**src/rtl/upm_pkg.sv**
```systemverilog
// Shared definitions for the uProcessor program memory.
//  - Opcode constants and the default instruction width.
//  - NOP_WORD: the word returned for unwritten, blocked or reset reads.
//  - ld_state_t: states of the byte-stream load FSM.
//  - bytes_per_word(): number of load bytes per instruction word.
package upm_pkg;

   localparam int INS_W_DEF = 13;
   localparam int OPCODE_W  = INS_W_DEF - 8;

   localparam logic [OPCODE_W-1:0] OPCODE_NOP = 5'h1E;
   localparam logic [OPCODE_W-1:0] OPCODE_LDI = 5'h01;
   localparam logic [OPCODE_W-1:0] OPCODE_JMP = 5'h10;

   localparam logic [INS_W_DEF-1:0] NOP_WORD = {OPCODE_NOP, 8'h00};

   typedef enum logic [1:0] {
      IDLE   = 2'd0,
      RECV   = 2'd1,
      COMMIT = 2'd2
   } ld_state_t;

   // Number of bytes needed to carry one instruction word (ceil(w/8)).
   function automatic int bytes_per_word(input int w);
      return (w + 7) / 8;
   endfunction

endpackage

```
**src/rtl/pm_word_assembler.sv**
```systemverilog
// Assembles LSB-first load bytes into one instruction word.
// Ports:
//  clk, rst       clock and asynchronous active-high reset
//  clr_i          return the byte counter to 0 (loader idle)
//  beat_i         one byte accepted this cycle (valid & ready)
//  data_i         the byte being accepted
//  word_o         assembled word; bits at or above INS_W are dropped
//  word_ready_o   this beat carries the last byte of the word
module pm_word_assembler
   import upm_pkg::*;
#(
   parameter int INS_W = INS_W_DEF
) (
   input  logic             clk,
   input  logic             rst,
   input  logic             clr_i,
   input  logic             beat_i,
   input  logic [7:0]       data_i,
   output logic [INS_W-1:0] word_o,
   output logic             word_ready_o
);

   localparam int BYTES = bytes_per_word(INS_W);
   localparam int CNT_W = (BYTES > 1) ? $clog2(BYTES) : 1;
   localparam int SR_W  = 8 * BYTES;
   localparam logic [CNT_W-1:0] LAST_CNT = CNT_W'(BYTES - 1);
   localparam logic [CNT_W-1:0] CNT_ZERO = CNT_W'(0);
   localparam logic [CNT_W-1:0] CNT_ONE  = CNT_W'(1);

   logic [CNT_W-1:0] byte_cnt_q, byte_cnt_d;
   logic [SR_W-1:0]  shift_q, shift_d;

   // Next-state logic: new bytes enter at the top so byte k lands at [8k+7:8k].
   always_comb begin
      byte_cnt_d   = byte_cnt_q;
      shift_d      = shift_q;
      word_ready_o = beat_i && (byte_cnt_q == LAST_CNT);
      if (clr_i) begin
         byte_cnt_d = CNT_ZERO;
      end else if (beat_i) begin
         shift_d    = (shift_q >> 8) | (SR_W'(data_i) << (SR_W - 8));
         byte_cnt_d = word_ready_o ? CNT_ZERO : (byte_cnt_q + CNT_ONE);
      end else begin
         byte_cnt_d = byte_cnt_q;
      end
   end

   // Byte counter and assembly register.
   always_ff @(posedge clk or posedge rst) begin
      if (rst) begin
         byte_cnt_q <= CNT_ZERO;
         shift_q    <= {SR_W{1'b0}};
      end else begin
         byte_cnt_q <= byte_cnt_d;
         shift_q    <= shift_d;
      end
   end

   assign word_o = shift_q[INS_W-1:0];

   generate
      if (SR_W > INS_W) begin : g_drop
         // Padding bits beyond the instruction width are intentionally discarded.
         logic unused_pad_s;
         assign unused_pad_s = ^shift_q[SR_W-1:INS_W];
      end
   endgenerate

endmodule

```
**src/rtl/prog_mem_loadable.sv**
```systemverilog
// Run-time loadable instruction memory with a registered fetch port.
// Ports:
//  clk, rst           clock and asynchronous active-high reset
//  fetch_en_i/addr_i  fetch request; answered one cycle later on ins_out_o/ins_valid_o
//  busy_o             a load is in progress; fetches return NOP_WORD
//  ld_start_i         start a load of ld_len_i words at ld_base_i (ignored while busy)
//  ld_data_i/valid_i  byte stream, LSB-first within each word
//  ld_ready_o         byte accepted this cycle when ld_valid_i is also high
//  ld_done_o          one-cycle pulse after the last word is committed
module prog_mem_loadable
   import upm_pkg::*;
#(
   parameter int               INS_W    = INS_W_DEF,
   parameter int               ADDR_W   = 5,
   parameter logic [INS_W-1:0] NOP_WORD = upm_pkg::NOP_WORD
) (
   input  logic              clk,
   input  logic              rst,
   input  logic              fetch_en_i,
   input  logic [ADDR_W-1:0] fetch_addr_i,
   output logic [INS_W-1:0]  ins_out_o,
   output logic              ins_valid_o,
   output logic              busy_o,
   input  logic              ld_start_i,
   input  logic [ADDR_W-1:0] ld_base_i,
   input  logic [ADDR_W:0]   ld_len_i,
   input  logic [7:0]        ld_data_i,
   input  logic              ld_valid_i,
   output logic              ld_ready_o,
   output logic              ld_done_o
);

   localparam int DEPTH = 2 ** ADDR_W;
   localparam logic [ADDR_W:0]   LEN_ZERO  = (ADDR_W + 1)'(0);
   localparam logic [ADDR_W:0]   LEN_ONE   = (ADDR_W + 1)'(1);
   localparam logic [ADDR_W-1:0] ADDR_ZERO = ADDR_W'(0);
   localparam logic [ADDR_W-1:0] ADDR_ONE  = ADDR_W'(1);

   ld_state_t         state_q;
   logic [ADDR_W-1:0] addr_q;
   logic [ADDR_W:0]   rem_q;
   logic              ld_done_q;
   logic [DEPTH-1:0]  valid_q;
   logic [INS_W-1:0]  mem_q [DEPTH];
   logic [INS_W-1:0]  ins_q;
   logic              ins_valid_q;

   logic              beat_s;
   logic              word_ready_s;
   logic [INS_W-1:0]  word_s;

   assign busy_o     = (state_q != IDLE);
   assign ld_ready_o = (state_q == RECV);
   assign beat_s     = ld_valid_i && ld_ready_o;

   pm_word_assembler #(
      .INS_W (INS_W)
   ) u_asm (
      .clk          (clk),
      .rst          (rst),
      .clr_i        (state_q == IDLE),
      .beat_i       (beat_s),
      .data_i       (ld_data_i),
      .word_o       (word_s),
      .word_ready_o (word_ready_s)
   );

   // Load FSM with its address/length counters and the done pulse.
   always_ff @(posedge clk or posedge rst) begin
      if (rst) begin
         state_q   <= IDLE;
         addr_q    <= ADDR_ZERO;
         rem_q     <= LEN_ZERO;
         ld_done_q <= 1'b0;
      end else begin
         ld_done_q <= 1'b0;
         case (state_q)
            IDLE: begin
               // A zero-length request is a silent no-op.
               if (ld_start_i && (ld_len_i != LEN_ZERO)) begin
                  addr_q  <= ld_base_i;
                  rem_q   <= ld_len_i;
                  state_q <= RECV;
               end
            end
            RECV: begin
               if (word_ready_s) begin
                  state_q <= COMMIT;
               end
            end
            COMMIT: begin
               // Address wraps modulo DEPTH; overlong loads overwrite their own start.
               addr_q <= addr_q + ADDR_ONE;
               rem_q  <= rem_q - LEN_ONE;
               if (rem_q == LEN_ONE) begin
                  state_q   <= IDLE;
                  ld_done_q <= 1'b1;
               end else begin
                  state_q <= RECV;
               end
            end
            default: begin
               state_q <= IDLE;
            end
         endcase
      end
   end

   // Instruction storage; left unreset so it maps onto a RAM.
   always_ff @(posedge clk) begin
      if (state_q == COMMIT) begin
         mem_q[addr_q] <= word_s;
      end
   end

   // Per-word written flags; cleared by reset so unwritten words read as NOP.
   always_ff @(posedge clk or posedge rst) begin
      if (rst) begin
         valid_q <= {DEPTH{1'b0}};
      end else if (state_q == COMMIT) begin
         valid_q[addr_q] <= 1'b1;
      end
   end

   // Registered fetch port; blocked while loading so there is no read/write hazard.
   always_ff @(posedge clk or posedge rst) begin
      if (rst) begin
         ins_q       <= NOP_WORD;
         ins_valid_q <= 1'b0;
      end else begin
         ins_valid_q <= fetch_en_i;
         if (fetch_en_i) begin
            if (!busy_o && valid_q[fetch_addr_i]) begin
               ins_q <= mem_q[fetch_addr_i];
            end else begin
               ins_q <= NOP_WORD;
            end
         end
      end
   end

   assign ins_out_o   = ins_q;
   assign ins_valid_o = ins_valid_q;
   assign ld_done_o   = ld_done_q;

endmodule
```
**config.mk**
```make
export PLATFORM = sky130hd
export DESIGN_NAME = prog_mem_loadable
export DESIGN_NICKNAME = d
export VERILOG_FILES = /design/src/rtl/upm_pkg.sv /design/src/rtl/pm_word_assembler.sv /design/src/rtl/prog_mem_loadable.sv
export SDC_FILE = /design/constraint.sdc
export NUM_CORES = 1
export LEC_CHECK = 0
export CAP_MARGIN = 20
export CORE_MARGIN = 2
export CORE_UTILIZATION = 45
export CTS_CLUSTER_SIZE = 14
export DETAILED_ROUTE_END_ITERATION = 10
export PLACE_DENSITY = 0.68
export SLEW_MARGIN = 25
export SYNTH_ARGS = -nofsm -noshare
export SYNTH_HDL_FRONTEND = slang
export SYNTH_SLANG_ARGS = --single-unit
export TNS_END_PERCENT = 30
```
**constraint.sdc**
```tcl
create_clock -name clk -period 3.2 [get_ports clk]
set_input_delay 0.48 -clock clk [delete_from_list [all_inputs] [get_ports clk]]
set_output_delay 0.48 -clock clk [all_outputs]
set_load 0.01 [all_outputs]
```
* Yosys cells after proc, flatten, opt, wreduce, memory -nomap -nowiden *
Memory sizes are Yosys's and may differ from the RTL's.
Index checks and enable logic that the tools add are counted.
Widths: inputs -> output; s select.

word-level totals
  register bits = 77
  output and inout bits = 17
  input port bits = 29
  memories kept = 1
  memory bits (writable) = 416

memory list
  memory  words  bits a word  read ports  clocked after Yosys merged registers in  wr ports  RTL line                 text
  mem_q   32     13           1           0                                        1         prog_mem_loadable.sv:44  logic [INS_W-1:0] mem_q [DEPTH];

cells by class
  magnitude comparators = 3
  bitwise operators = 3
  add/subtract/negate cells = 3
  reduce and logical (&&, ||, !) cells = 14
  mux-type cells = 20
  eq/ne operators = 5

operator list
  cell                 count
  $or 32x32->32        1
  $or 8x16->16         1
  $mux 13              1
  $lt 5x6->1 const B   2
  $pmux 6 s2           1
  $mux 1               10
  $pmux 5 s2           1
  $eq 6x1->1 const B   1
  $mux 6               1
  $pmux 2 s3           1
  $reduce_and 2->1     3
  $reduce_bool 2->1    3
  $reduce_bool 6->1    1
  $sub 6x1->6 const B  1
  $add 5x1->5 const B  1
  $bmux 1 s5           1
  $demux 1 s5          1
  $ge 5x1->1 const B   1
  $logic_and 1x1->1    5
  $mux 5               1
  $mux 2               2
  $eq 2x1->1 const B   1
  $eq 2x2->1 const B   1
  $logic_not 2->1      1
  other kinds (5)      5

* Longest topological paths before layout *
  word-level depth = 6
  gate-level depth with buffers = 9

* Hierarchy *
Synthesis repeated with hierarchy kept, for this count alone.

second synthesis, totals
  cells, all modules = 1115
  area total of the unflattened synthesis = 19855.3 um2

by module, submodules not included
  module             cells an instance  area each (um2)  sequential area each (um2)  instances
  prog_mem_loadable  1062               19045.8          13998.4                     1
  pm_word_assembler  53                 809.5            425.4                       1

* Worst setup path after synthesis *
Ideal clock, no wire load.

  path kind = flip-flop to flip-flop
  start = register state_q[1]
  end = memory mem_q[23][0] (netlist name), enable pin
  period minus slack after synthesis = 2234 ps
  arrival time = 1851 ps
  path buffers = 2
  cell stages (with the launch flop) = 6
  setup slack = 966 ps
  setup time = 383 ps
  cell sequence = dfrtp_1 > clkbuf_1 > nor2b_1 > nand2_1 > clkbuf_1 > nor2_1

between the ends
  word-level cells in the longest chain between the ends = 3

RTL lines
  item                          RTL line                  text
  start, declared               prog_mem_loadable.sv:39   ld_state_t state_q;
  start signal, assigned        prog_mem_loadable.sv:71   state_q <= IDLE;
  start signal, assigned        prog_mem_loadable.sv:83   state_q <= RECV;
  start signal, assigned        prog_mem_loadable.sv:88   state_q <= COMMIT;
  $eq 2x2->1                    prog_mem_loadable.sv:111  if (state_q == COMMIT) begin
  $mux 1                        prog_mem_loadable.sv:111
  $mux 1 (implied by the code)  prog_mem_loadable.sv:112  mem_q[addr_q] <= word_s;
  end, declared                 prog_mem_loadable.sv:44

Every way passes these cells.

* Worst setup path after layout *
  start = input fetch_addr_i[2]
  end = register ins_q[10] (netlist: ins_out_o[10])

between the ends
  word-level cells in the longest chain between the ends = 4
  elaborated cells on any way between the ends = 5

RTL lines
  item                          RTL line                  text
  start, declared               prog_mem_loadable.sv:20   input logic [ADDR_W-1:0] fetch_addr_i,
  $bmux 1 s5                    prog_mem_loadable.sv:133  if (!busy_o && valid_q[fetch_addr_i]) begin
  $mux 1 (implied by the code)  prog_mem_loadable.sv:133
  $logic_and 1x1->1             prog_mem_loadable.sv:133
  $mux 13 *                     prog_mem_loadable.sv:133
  end signal, assigned          prog_mem_loadable.sv:134  ins_q <= mem_q[fetch_addr_i];
  end, declared                 prog_mem_loadable.sv:45   logic [INS_W-1:0] ins_q;

Every way passes the cells marked *; elsewhere a longest branch is shown, timed or not. The select of a mux whose other input is x is not followed.
A chain may end at the register's enable or synchronous reset.

==> out/metrics.csv <==
stage,metric,value,unit
worst_setup_path,cell family with most CP delay,simple AND/OR/NAND/NOR gates,
worst_setup_path,CP Launch Type,primary input,
die,FP Rows,76,
drt,vias,10700,
job,Max-Cap Viols,0,
synth,number of synthesized flops with an enable pin,416,
drt,Post-DRT Antenna Nets,0,
drt,Routed WL,45100,um
timing,Final Hold Fails,0,
drt,number of DRC markers in iteration 0,1060,
die,die span in x,213,um
cts,H-Tree Depth,2,
synth,ys flop type,edfxtp_1,
cts,Post-CTS Setup Inserts,0,
worst_setup_path,CP Class,primary input to flip-flop,
final_layout,share of layout cells above drive strength 1,26.2,%
final_layout,diodes inserted,0,
worst_setup_path,reg2reg end,mem_q[7][3],
cts,cts repair resizes,0,
synth,number of synthesized register bits,493,
worst_setup_path,CP endpoint kind,flip-flop,
synth,post-synthesis async set-or-reset flop share,15.6,%
worst_setup_path,R2R Setup Slk,0.94,ns
timing,Setup Viol. Count Final,0,
final_layout,final net count,1228,
worst_setup_path,Reg2Reg Launch Point,state_q[1],
worst_setup_path,Crit Path Max Fanout,12,
global_route,initial antenna violation count,0,
final_layout,Area Growth Syn to Fin,15.0,%
power,maximum VDD drop,0.596,mV
cts,"Hold-fix buffers, CTS",0,
drt,first drt pass iteration count,5,
placed_design,Post-DP HPWL,28300,um
cts,"CTS clk-pin slew, worst paths",0.06,ns
global_route,global route total overflow,0,
timing,"Slew Viols, Final",0,
cts,clock root cell,clkbuf_16,
worst_setup_path,r2r worst-path depth,4,
cts,CTS tree,done,
drt,per-cell routed wire length,24.8,um
die,die area,45300,um2
global_route,pin count of the biggest net entering global routing,78,
worst_hold_path,Hold WC Path Type,primary input to async pin,
drt,vias per cell,5.87,
worst_setup_path,worst path cell trace,clkdlybuf4s50_1 > buf_4 > nor2b_1 > a221oi_1 > nor3_1 > a211oi_1 > o32a_1,
global_route,total track usage,20.3,%
timing,Final Skew,0.0123,ns
global_route,first-pass GRT wire length,66700,um
timing,unrepaired setup endpoints after global routing,no,
run_status,status,completed,
cts,Worst-Skew Late Latency,0.55,ns
worst_setup_path,Critical path buffers and inverters,2,
timing,worst slew pin tran,1.00,ns
synth,Synth cell types,50,
timing,clock period minus worst slack,2.61,ns
cts,clock tree buffer depth,3,
worst_setup_path,critical path arrival,3.09,ns
drt,Residual DRC,0,
die,io pins,46,
placed_design,port bufs,45,
synth,Cells after Synth,1090,
worst_setup_path,Critical Path RT,3.68,ns
global_route,vias in the first global route,10500,
final_layout,Final Non-Filler Cells,1816,
power,Leakage,7.71,nW
die,die height,213,um
synth,synth warn,0,
die,Starting Density,45.6,%
placed_design,routability cong.,0.893,
synth,syn nets,1125,
timing,part of the cycle the worst path needs,81.6,%
worst_setup_path,slowest CP cell,nor2b_1,
cts,Clock Sink Count,493,
synth,synthesized area,19600,um2
cts,total clock buffers created by CTS,48,
synth,sequential area share after synthesis,73.4,%
worst_setup_path,peak per-stage delay on the critical path,0.79,ns
placed_design,placed cell count,1728,
die,core box area,43100,um2
synth,Mean Syn Cell Area,18.0,um2
timing,Rel. slew slack,33.1,%
timing,setup TNS,0,ns
timing,Fmax,0.383,GHz
power,pwr dens,731,nW/um2
metrics by stage:
step | total power [W] | instance area (um2) | hold slack (ns) | setup WS (ns) | util [%]
after floorplan | 0.00989 | 19600 | 0.434 | 0.760 | -
after global placement | 0.0109 | 21000 | 0.445 | 0.242 | 48.8
after detailed placement | 0.0110 | 21000 | 0.448 | 0.165 | 48.8
after CTS | 0.0166 | 22600 | 0.337 | 0.567 | 52.4
after global routing | 0.0170 | 22600 | 0.381 | 0.432 | 52.4
final | 0.0165 | 22600 | 0.338 | 0.590 | 52.4
tightest hold or removal path, delay by kind of cell:
kind / cells / cell delay, ns
buf+inv: 3 / 0.83
kinds of logic (layout without fill, tap and decap cells):
| logic type | Yosys count | in the layout | share of synthesized area (%) |
|---|---|---|---|
| DFF | 493 | 493 | 73.4 |
| and+or+nand+nor | 190 | 190 | 4.56 |
| muxes | 169 | 169 | 14.0 |
| AOI/OAI and AO/OA | 152 | 152 | 5.38 |
| buffers and inverters | 80 | 221 | 2.24 |
| adders and majority gates | 6 | 6 | 0.382 |
worst max-delay path by stage:
stage | slack [ns] | startpoint | to | cells past startpoint
3_3_place_gp | 0.24 | fetch_addr_i[2] | ins_out_o[9] | 7
5_1_grt | 0.43 | state_q[0] | ld_ready_o | 3
4_1_cts | 0.57 | state_q[0] | ld_ready_o | 3
6_report | 0.59 | fetch_addr_i[2] | ins_out_o[10] | 7
2_1_floorplan | 0.76 | rst | addr_q[0] | 1
3_5_place_dp | 0.17 | fetch_addr_i[2] | ins_out_o[10] | 7
synth_stat cells (6+ instances only):
cell type	n	share of area, %
ha_1	6	0.38
a22oi_1	9	0.34
o22ai_1	7	0.22
clkbuf_1	22	0.42
a21oi_1	28	0.71
edfxtp_1	416	64
nor3_1	10	0.25
inv_1	20	0.38
o32ai_1	6	0.27
buf_6	9	0.52
a221oi_1	39	1.7
nand4_1	7	0.22
nand2_1	56	1.1
mux2_2	64	3.7
nor2_1	50	0.96
nand3_1	16	0.41
a31oi_1	9	0.29
dfrtp_1	73	9.3
o21ai_0	31	0.79
buf_4	6	0.23
buf_2	17	0.43
or2_2	33	1.1
mux2i_1	27	1.4
mux4_2	78	8.9
flip-flops by register name (all words and copies together), names as in the netlist:
signal            count
addr_q                5
ld_done_o             1
ins_valid_o           1
ins_out_o            13
u_asm.shift_q        16
mem_q               416
valid_q              32
u_asm.byte_cnt_q      1
rem_q                 6
state_q               2
placed cells by master (no fill, tap or decap), types with 7 or more instances in the layout:
master           instances
nand3_1                 16
clkbuf_1                13
or2_2                   33
mux4_2                  78
inv_1                   19
dfrtp_1                 67
clkinv_1                12
a221oi_1                39
clkinv_2                10
a21oi_1                 28
mux2_2                  64
a31oi_1                  9
nor3_1                  10
clkbuf_16               49
nand4_1                  7
clkdlybuf4s50_1         43
o21ai_0                 31
nor2_1                  50
nand2_1                 56
edfxtp_1               416
mux2i_1                 27
buf_4                   62
a22oi_1                  9
o22ai_1                  7
routing by layer:
metal  routed length [um]  track usage (%)  vias up  share of wire (%)
met5                    0                0        -                  0
met4                 1320             6.70        0                2.9
met3                 4400             5.07       76                9.8
met2                20100             29.7      514                 45
met1                19200             29.8     5500                 43
li1                     -                -     4562                  -
power by group:
part           switching [W]  leakage (nW)  total [W]  internal [W]
registers           0.000731          4.73    0.00890       0.00816
clock network        0.00228         0.765    0.00559       0.00331
logic                0.00127          2.22    0.00201      0.000748
area by class of cell:
type                    count  area (um2)
clock buffers              63        1290
clock inverters            25         268
fillers                  3380       20500
inverters                  23        87.6
multi-input cells         517        4780
flip-flops and latches    493       14400
well taps                 585         732
repair buffers            110         990
Power figures use the tool's default switching activity.
